$ cat src/rtl/result_mem_arbiter_pkg.sv
// Shared definitions for the result-memory arbiter and the matrix controller:
// FSM state encodings, default result word / address widths and grant bit slots.
package result_mem_arbiter_pkg;

    localparam int DEFAULT_DATA_W = 32;
    localparam int DEFAULT_ADDR_W = 4;

    typedef enum logic [1:0] {
        IDLE = 2'b00,
        WR   = 2'b01,
        RD   = 2'b10
    } arb_state_t;

    // Bit positions inside the two-bit request / grant vectors
    localparam int GNT_WB = 0;
    localparam int GNT_RD = 1;

endpackage

$ cat src/rtl/result_mem_arbiter_if.sv
// Bus bundle of the result-memory arbiter: ALU write-back port, host read port,
// SRAM port and write-progress status. The arbiter uses the slave modport; the
// requesters/SRAM side (or a bench) uses the master modport.
interface result_mem_arbiter_if #(
    parameter int DATA_W = result_mem_arbiter_pkg::DEFAULT_DATA_W,
    parameter int ADDR_W = result_mem_arbiter_pkg::DEFAULT_ADDR_W
);
    logic              clear;
    logic              wb_req;
    logic [DATA_W-1:0] wb_data;
    logic              wb_ack;
    logic              rd_req;
    logic [ADDR_W-1:0] rd_addr;
    logic              rd_ack;
    logic              rd_valid;
    logic [DATA_W-1:0] rd_data;
    logic              mem_csn;
    logic              mem_web;
    logic [ADDR_W-1:0] mem_addr;
    logic [DATA_W-1:0] mem_wdata;
    logic [DATA_W-1:0] mem_rdata;
    logic [ADDR_W:0]   wr_count;
    logic              full;

    modport slave (
        input  clear, wb_req, wb_data, rd_req, rd_addr, mem_rdata,
        output wb_ack, rd_ack, rd_valid, rd_data,
               mem_csn, mem_web, mem_addr, mem_wdata, wr_count, full
    );

    modport master (
        output clear, wb_req, wb_data, rd_req, rd_addr, mem_rdata,
        input  wb_ack, rd_ack, rd_valid, rd_data,
               mem_csn, mem_web, mem_addr, mem_wdata, wr_count, full
    );

endinterface

$ cat src/rtl/result_mem_arbiter_arb_grant.sv
// Grant decision for the result-memory arbiter. Bit 0 is the write-back
// requester, bit 1 the host read. Optional macro ARB_ROUND_ROBIN_EN selects
// alternating grants under contention; otherwise write-back has fixed priority.
module arb_grant
    import result_mem_arbiter_pkg::*;
(
    input  logic [1:0] req_i,        // raw requests
    input  logic [1:0] grantable_i,  // requester may be served this cycle
    input  logic       last_rd_i,    // read won the previous contended grant
    output logic [1:0] grant_o       // one-hot (or zero) grant
);

    logic [1:0] elig;

    assign elig = req_i & grantable_i;

`ifdef ARB_ROUND_ROBIN_EN
    // Contention goes to whoever lost the last contended grant
    always_comb begin
        grant_o = elig;
        if (&elig) begin
            grant_o = 2'b00;
            if (last_rd_i) begin
                grant_o[GNT_WB] = 1'b1;
            end else begin
                grant_o[GNT_RD] = 1'b1;
            end
        end
    end
`else
    // The history bit only matters for alternating grants
    logic unused_last_rd;
    assign unused_last_rd = last_rd_i;

    // Write-back wins whenever it is eligible
    always_comb begin
        grant_o = elig;
        if (elig[GNT_WB]) begin
            grant_o = 2'b00;
            grant_o[GNT_WB] = 1'b1;
        end
    end
`endif

endmodule

$ cat src/rtl/result_mem_arbiter.sv
// Result-memory arbiter: shares one single-port result SRAM between the ALU
// write-back stream (sequential addresses from a write pointer) and host reads.
// Requests are sampled in one cycle and served in the next, back-to-back.
// Optional macro ARB_ROUND_ROBIN_EN (in arb_grant) alternates contended grants.
module result_mem_arbiter
    import result_mem_arbiter_pkg::*;
#(
    parameter int DATA_W = DEFAULT_DATA_W,
    parameter int ADDR_W = DEFAULT_ADDR_W
) (
    input  logic                 clk,
    input  logic                 rst,   // asynchronous, active-low
    result_mem_arbiter_if.slave  bus
);

    localparam logic [ADDR_W:0] FULL_COUNT = {1'b1, {ADDR_W{1'b0}}};
    localparam logic [ADDR_W:0] COUNT_ONE  = {{ADDR_W{1'b0}}, 1'b1};

    arb_state_t        state_q, state_d;
    logic [ADDR_W:0]   wr_count_q, wr_count_d;  // low bits double as write pointer
    logic              full_q, full_d;
    logic              last_rd_q, last_rd_d;
    logic              mem_csn_q, mem_csn_d;
    logic              mem_web_q, mem_web_d;
    logic [ADDR_W-1:0] mem_addr_q, mem_addr_d;
    logic [DATA_W-1:0] mem_wdata_q, mem_wdata_d;
    logic              wb_ack_q, rd_ack_q, rd_valid_q;
    logic [DATA_W-1:0] rd_hold_q;
    logic [1:0]        req_vec, grantable, grant;

    // Write count after the coming edge; clear beats the increment of a write in flight
    always_comb begin
        wr_count_d = wr_count_q;
        if (bus.clear) begin
            wr_count_d = '0;
        end else if (state_q == WR) begin
            wr_count_d = wr_count_q + COUNT_ONE;
        end
    end

    // Requests are judged against the post-edge count, so a full or just-cleared
    // memory is seen immediately and the pointer can never wrap
    assign full_d    = (wr_count_d == FULL_COUNT);
    assign req_vec   = {bus.rd_req, bus.wb_req};
    assign grantable = {1'b1, ~full_d};

    arb_grant u_arb_grant (
        .req_i       (req_vec),
        .grantable_i (grantable),
        .last_rd_i   (last_rd_q),
        .grant_o     (grant)
    );

    // Next state and SRAM drive: a grant enters its access state from any state,
    // no grant falls back to IDLE with address/data held
    always_comb begin
        state_d     = IDLE;
        mem_csn_d   = 1'b1;
        mem_web_d   = 1'b1;
        mem_addr_d  = mem_addr_q;
        mem_wdata_d = mem_wdata_q;
        last_rd_d   = last_rd_q;
        if (grant[GNT_WB]) begin
            state_d     = WR;
            mem_csn_d   = 1'b0;
            mem_web_d   = 1'b0;
            mem_addr_d  = wr_count_d[ADDR_W-1:0];
            mem_wdata_d = bus.wb_data;
        end else if (grant[GNT_RD]) begin
            state_d    = RD;
            mem_csn_d  = 1'b0;
            mem_addr_d = bus.rd_addr;
        end
        if (&(req_vec & grantable)) begin
            last_rd_d = grant[GNT_RD];
        end
    end

    // State, registered SRAM port and access acknowledges
    always_ff @(posedge clk or negedge rst) begin
        if (!rst) begin
            state_q     <= IDLE;
            mem_csn_q   <= 1'b1;
            mem_web_q   <= 1'b1;
            mem_addr_q  <= '0;
            mem_wdata_q <= '0;
            wb_ack_q    <= 1'b0;
            rd_ack_q    <= 1'b0;
            last_rd_q   <= 1'b1;   // first contended grant goes to the write-back
        end else begin
            state_q     <= state_d;
            mem_csn_q   <= mem_csn_d;
            mem_web_q   <= mem_web_d;
            mem_addr_q  <= mem_addr_d;
            mem_wdata_q <= mem_wdata_d;
            wb_ack_q    <= grant[GNT_WB];
            rd_ack_q    <= grant[GNT_RD];
            last_rd_q   <= last_rd_d;
        end
    end

    // Write progress counter and full flag
    always_ff @(posedge clk or negedge rst) begin
        if (!rst) begin
            wr_count_q <= '0;
            full_q     <= 1'b0;
        end else begin
            wr_count_q <= wr_count_d;
            full_q     <= full_d;
        end
    end

    // Read return: SRAM data is live in the cycle after RD, then kept in rd_hold_q
    always_ff @(posedge clk or negedge rst) begin
        if (!rst) begin
            rd_valid_q <= 1'b0;
            rd_hold_q  <= '0;
        end else begin
            rd_valid_q <= (state_q == RD);
            if (rd_valid_q) begin
                rd_hold_q <= bus.mem_rdata;
            end
        end
    end

    assign bus.mem_csn   = mem_csn_q;
    assign bus.mem_web   = mem_web_q;
    assign bus.mem_addr  = mem_addr_q;
    assign bus.mem_wdata = mem_wdata_q;
    assign bus.wb_ack    = wb_ack_q;
    assign bus.rd_ack    = rd_ack_q;
    assign bus.rd_valid  = rd_valid_q;
    assign bus.rd_data   = rd_valid_q ? bus.mem_rdata : rd_hold_q;
    assign bus.wr_count  = wr_count_q;
    assign bus.full      = full_q;

endmodule

$ cat src/flat_wrapper.sv
// flat-port wrapper written by rule: the top's interface ports become plain ports
module result_mem_arbiter_flat import result_mem_arbiter_pkg::*;
#(
    parameter int DATA_W = DEFAULT_DATA_W,
    parameter int ADDR_W = DEFAULT_ADDR_W
)
  (clk, rst, bus_clear, bus_wb_req, bus_wb_data, bus_rd_req, bus_rd_addr, bus_mem_rdata, bus_wb_ack, bus_rd_ack, bus_rd_valid, bus_rd_data, bus_mem_csn, bus_mem_web, bus_mem_addr, bus_mem_wdata, bus_wr_count, bus_full);
  result_mem_arbiter_if #(.DATA_W(DATA_W), .ADDR_W(ADDR_W)) bus_i ();
  input  logic clk;
  input  logic rst;
  input wire logic [$bits(bus_i.clear)-1:0] bus_clear;
  input wire logic [$bits(bus_i.wb_req)-1:0] bus_wb_req;
  input wire logic [$bits(bus_i.wb_data)-1:0] bus_wb_data;
  input wire logic [$bits(bus_i.rd_req)-1:0] bus_rd_req;
  input wire logic [$bits(bus_i.rd_addr)-1:0] bus_rd_addr;
  input wire logic [$bits(bus_i.mem_rdata)-1:0] bus_mem_rdata;
  output wire logic [$bits(bus_i.wb_ack)-1:0] bus_wb_ack;
  output wire logic [$bits(bus_i.rd_ack)-1:0] bus_rd_ack;
  output wire logic [$bits(bus_i.rd_valid)-1:0] bus_rd_valid;
  output wire logic [$bits(bus_i.rd_data)-1:0] bus_rd_data;
  output wire logic [$bits(bus_i.mem_csn)-1:0] bus_mem_csn;
  output wire logic [$bits(bus_i.mem_web)-1:0] bus_mem_web;
  output wire logic [$bits(bus_i.mem_addr)-1:0] bus_mem_addr;
  output wire logic [$bits(bus_i.mem_wdata)-1:0] bus_mem_wdata;
  output wire logic [$bits(bus_i.wr_count)-1:0] bus_wr_count;
  output wire logic [$bits(bus_i.full)-1:0] bus_full;
  assign bus_i.clear = bus_clear;
  assign bus_i.wb_req = bus_wb_req;
  assign bus_i.wb_data = bus_wb_data;
  assign bus_i.rd_req = bus_rd_req;
  assign bus_i.rd_addr = bus_rd_addr;
  assign bus_i.mem_rdata = bus_mem_rdata;
  assign bus_wb_ack = bus_i.wb_ack;
  assign bus_rd_ack = bus_i.rd_ack;
  assign bus_rd_valid = bus_i.rd_valid;
  assign bus_rd_data = bus_i.rd_data;
  assign bus_mem_csn = bus_i.mem_csn;
  assign bus_mem_web = bus_i.mem_web;
  assign bus_mem_addr = bus_i.mem_addr;
  assign bus_mem_wdata = bus_i.mem_wdata;
  assign bus_wr_count = bus_i.wr_count;
  assign bus_full = bus_i.full;
  result_mem_arbiter #(.DATA_W(DATA_W), .ADDR_W(ADDR_W)) u_core (.clk(clk), .rst(rst), .bus(bus_i));
endmodule
$ cat config.mk
export PLATFORM = sky130hd
export DESIGN_NAME = result_mem_arbiter_flat
export DESIGN_NICKNAME = d
export VERILOG_FILES = /design/src/rtl/result_mem_arbiter_pkg.sv /design/src/rtl/result_mem_arbiter_if.sv /design/src/rtl/result_mem_arbiter_arb_grant.sv /design/src/rtl/result_mem_arbiter.sv /design/src/flat_wrapper.sv
export SDC_FILE = /design/constraint.sdc
export NUM_CORES = 1
export LEC_CHECK = 0
export ABC_AREA = 1
export CORE_UTILIZATION = 24
export DETAILED_ROUTE_END_ITERATION = 16
export DONT_BUFFER_PORTS = 1
export PLACE_DENSITY = 0.45
export SLEW_MARGIN = 0
export SYNTH_ARGS = -nofsm -noshare
export SYNTH_HDL_FRONTEND = slang
export SYNTH_SLANG_ARGS = --single-unit
$ cat constraint.sdc
create_clock -name clk -period 2.1 [get_ports clk]
set_input_delay 0.63 -clock clk [delete_from_list [all_inputs] [get_ports clk]]
set_output_delay 0.63 -clock clk [all_outputs]
set_load 0.01 [all_outputs]
==> flow_metrics.env <==
export IMPL_grt_pass1_wl_um=11000
export IMPL_syn_area_um2=3370
export IMPL_clkLatencyLatePin_ps=340
export IMPL_rr_endpoint="u_core.bus.mem_wdata[14]"
export IMPL_crit_fanout=33
export IMPL_ir_drop_v=0.000367
export IMPL_period_minus_slack_ps=1970
export IMPL_drtIter0Drc=88
export IMPL_yosys_top_cells_count="77 x dfrtp_1, 68 x nand2_1, 32 x mux2_1"
export IMPL_clock_sinks=79
export IMPL_drc=0
export IMPL_dieArea_um2=14500
export IMPL_required_ps=1470
export IMPL_cts_buffer_depth=2
export IMPL_htreeDepth=3
export IMPL_grt_usage_pct=10.3
export IMPL_ios=152
export IMPL_worstSetupStartpointType="flop"
export IMPL_reg2reg_from="u_core.bus.wr_count[0]"
export IMPL_firstDrtPassIters=4
export IMPL_async_flop_share_pct=100
export IMPL_arrival_ps=1340
export IMPL_worstMarginPinSlew_ps=402
export IMPL_grtUsageMet1_pct=11.4
export IMPL_grt_use_met2_pct=15.7
export IMPL_route_vias_total=1893
export IMPL_max_slew_margin_rel_pct=73.2
export IMPL_cts_root_buf="clkbuf_16"
export IMPL_grt_overflow_total=0
export IMPL_drive_gt1_share_pct=27.1
export IMPL_hold_violations=57
export IMPL_ys_flop_type="dfrtp_1"
export IMPL_period_share_pct=93.9
export IMPL_avgSynthCellArea_um2=11.9
export IMPL_reg2reg_slack_ps=210
export IMPL_setup_viol=0
export IMPL_cts_setup_buffers=0
export IMPL_synthesis_nets=357
export IMPL_status="complete, but fails checks"
export IMPL_dp_hpwl_um=4930
export IMPL_power_density_nw_per_um2=959
export IMPL_vias_per_cell=4.04
export IMPL_yosys_area_top_type="dfrtp_1"
export IMPL_synthTopCellsByArea="dfrtp_1 57%, mux2_1 11%, nand2_1 7.6%"
export IMPL_cts_tree="built"
export IMPL_design_core_area_um2=13500
export IMPL_initial_core_util_pct=25.1
export IMPL_maxCapViolations=0
export IMPL_numCtsBuffers=9
export IMPL_wirelength_um=6890
export IMPL_row_count=42
export IMPL_synth_top_cell_area_share_pct=57.1
export IMPL_rr_worst_depth=11
export IMPL_path_clk_slew_ps=60
export IMPL_path_class="flop to output port"
export IMPL_grt_pass1_vias=2037
export IMPL_ys_seq_area_share_pct=58.7
export IMPL_ant_nets=0
export IMPL_fmax_mhz=507
export IMPL_violations="hold timing"
export IMPL_busiest_layer="met2"
export IMPL_io_buffers=0
export IMPL_fp_dieW_um=121
export IMPL_post_drt_wl_per_cell_um=14.7
export IMPL_whs_ps=-15.9
export IMPL_nets=361
export IMPL_synth_cell_types=23
export IMPL_setup_tns_ps=0
export IMPL_antenna_cells=0
export IMPL_syn_inst=283
export IMPL_rsz0062_at_grt="false"
export IMPL_cts_resized=0
export IMPL_slew_viol_final=0
export IMPL_synth_edf_count=0
export IMPL_routabilityCongestion=0.721
export IMPL_synth_seq_cells=79
export IMPL_area_growth_pct=12.9
export IMPL_fin_skew_ps=4.23
export IMPL_grt_max_degree=80
export IMPL_antenna_found_initial=0
export IMPL_ys_warn_count=0
export IMPL_use_met3_pct=6.18
export IMPL_power_leakage_nw=1.83
export IMPL_hold_class="primary input to async pin"
export IMPL_endpoint_kind="output port"
export IMPL_synth_most_common_cell="dfrtp_1"
export IMPL_die_h_um=121
-- cell type report --
class,count,area [um^2]
multi-input combinational,177,1220
tap,176,220
clock inverter,4,20.0
fill,1405,9640
sequential,79,1980
timing repair buffer,4,42.5
inverter,16,67.6
clock buffer,12,256
-- critical path, stage by stage, from the launching register on --
cell and delay [ps]:
dfrtp_1 370, buf_12 210, mux2_1 410
-- flip-flops by register name (all words and copies together) (netlist names) --
name,cells
u_core.bus.full,1
u_core.bus.mem_addr,4
u_core.bus.mem_csn,1
u_core.bus.mem_wdata,32
u_core.bus.mem_web,1
u_core.bus.rd_ack,1
u_core.bus.rd_valid,1
u_core.bus.wr_count,5
u_core.rd_hold_q,32
u_core.state_q,1
-- metal layers --
| metal | part of all wire (%) | routed length, um |
|---|---|---|
| met2 | 46 | 3190 |
| met3 | 12 | 846 |
| met4 | 1.6 | 107 |
| met5 | 0 | 0 |
| met1 | 40 | 2750 |
-- power breakdown --
part | leakage [nW] | total (mW) | switching, mW | internal, mW
logic | 0.722 | 0.378 | 0.243 | 0.135
clock network | 0.142 | 1.45 | 0.595 | 0.857
registers | 0.961 | 1.82 | 0.114 | 1.71
total | 1.83 | 3.65 | 0.952 | 2.70
-- logic make-up (layout without fill, tap and decap cells) --
group	Yosys count	after routing	synth area share, %
AO/OA/AOI/OAI	2	2	0.482
AND/OR/NAND/NOR	142	142	24.7
adder cells (fa/ha/maj)	1	1	0.371
buffers and inverters	27	36	5.08
flip-flops	79	79	58.7
multiplexers	32	32	10.7
-- worst max path at each step --
stage | start | to | slack (ps) | cells after the start
final | u_core.bus.rd_valid | bus_rd_data[20] | 130 | 2
after global routing | u_core.bus.wr_count[1] | u_core.bus.mem_wdata[25] | 30 | 11
after CTS | u_core.bus.rd_valid | bus_rd_data[20] | 90 | 2
after detailed placement | u_core.bus.wr_count[0] | u_core.bus.mem_wdata[14] | 210 | 11
after global placement | u_core.bus.wr_count[0] | u_core.bus.mem_wdata[21] | 250 | 11
after floorplan | u_core.bus.rd_valid | bus_rd_data[10] | 300 | 3
-- cells in the final DEF (no fill, tap or decap) --
| cell type | n |
|---|---|
| nand3_2 | 1 |
| o21bai_1 | 1 |
| inv_8 | 1 |
| inv_2 | 4 |
| nand3_1 | 19 |
| ha_1 | 1 |
| inv_1 | 11 |
| buf_4 | 3 |
| mux2_1 | 32 |
| nand2_8 | 1 |
| nand2_1 | 68 |
| clkinv_2 | 4 |
| nand2_4 | 21 |
| dfrtp_1 | 77 |
| nor2_4 | 5 |
| clkbuf_8 | 2 |
| dfstp_2 | 2 |
| clkbuf_1 | 1 |
| nor2_2 | 2 |
| nor2_1 | 3 |
| nand2_2 | 22 |
| a21oi_2 | 1 |
| buf_12 | 1 |
| clkbuf_16 | 9 |
-- through the flow --
stage / cell area, um^2 / instances / utilization [%] / setup WS [ps] / total power, mW
detailed placement: 3530 / 452 / 26.3 / 206 / 2.24
CTS: 3810 / 468 / 28.3 / 91.2 / 3.74
finish: 3810 / 468 / 28.3 / 128 / 3.65
global route: 3810 / 468 / 28.3 / 31.2 / 3.87
global placement: 3530 / 452 / 26.3 / 249 / 2.23
floorplan: 3370 / 283 / - / 296 / 2.16
(Power assumes the default switching activity.)
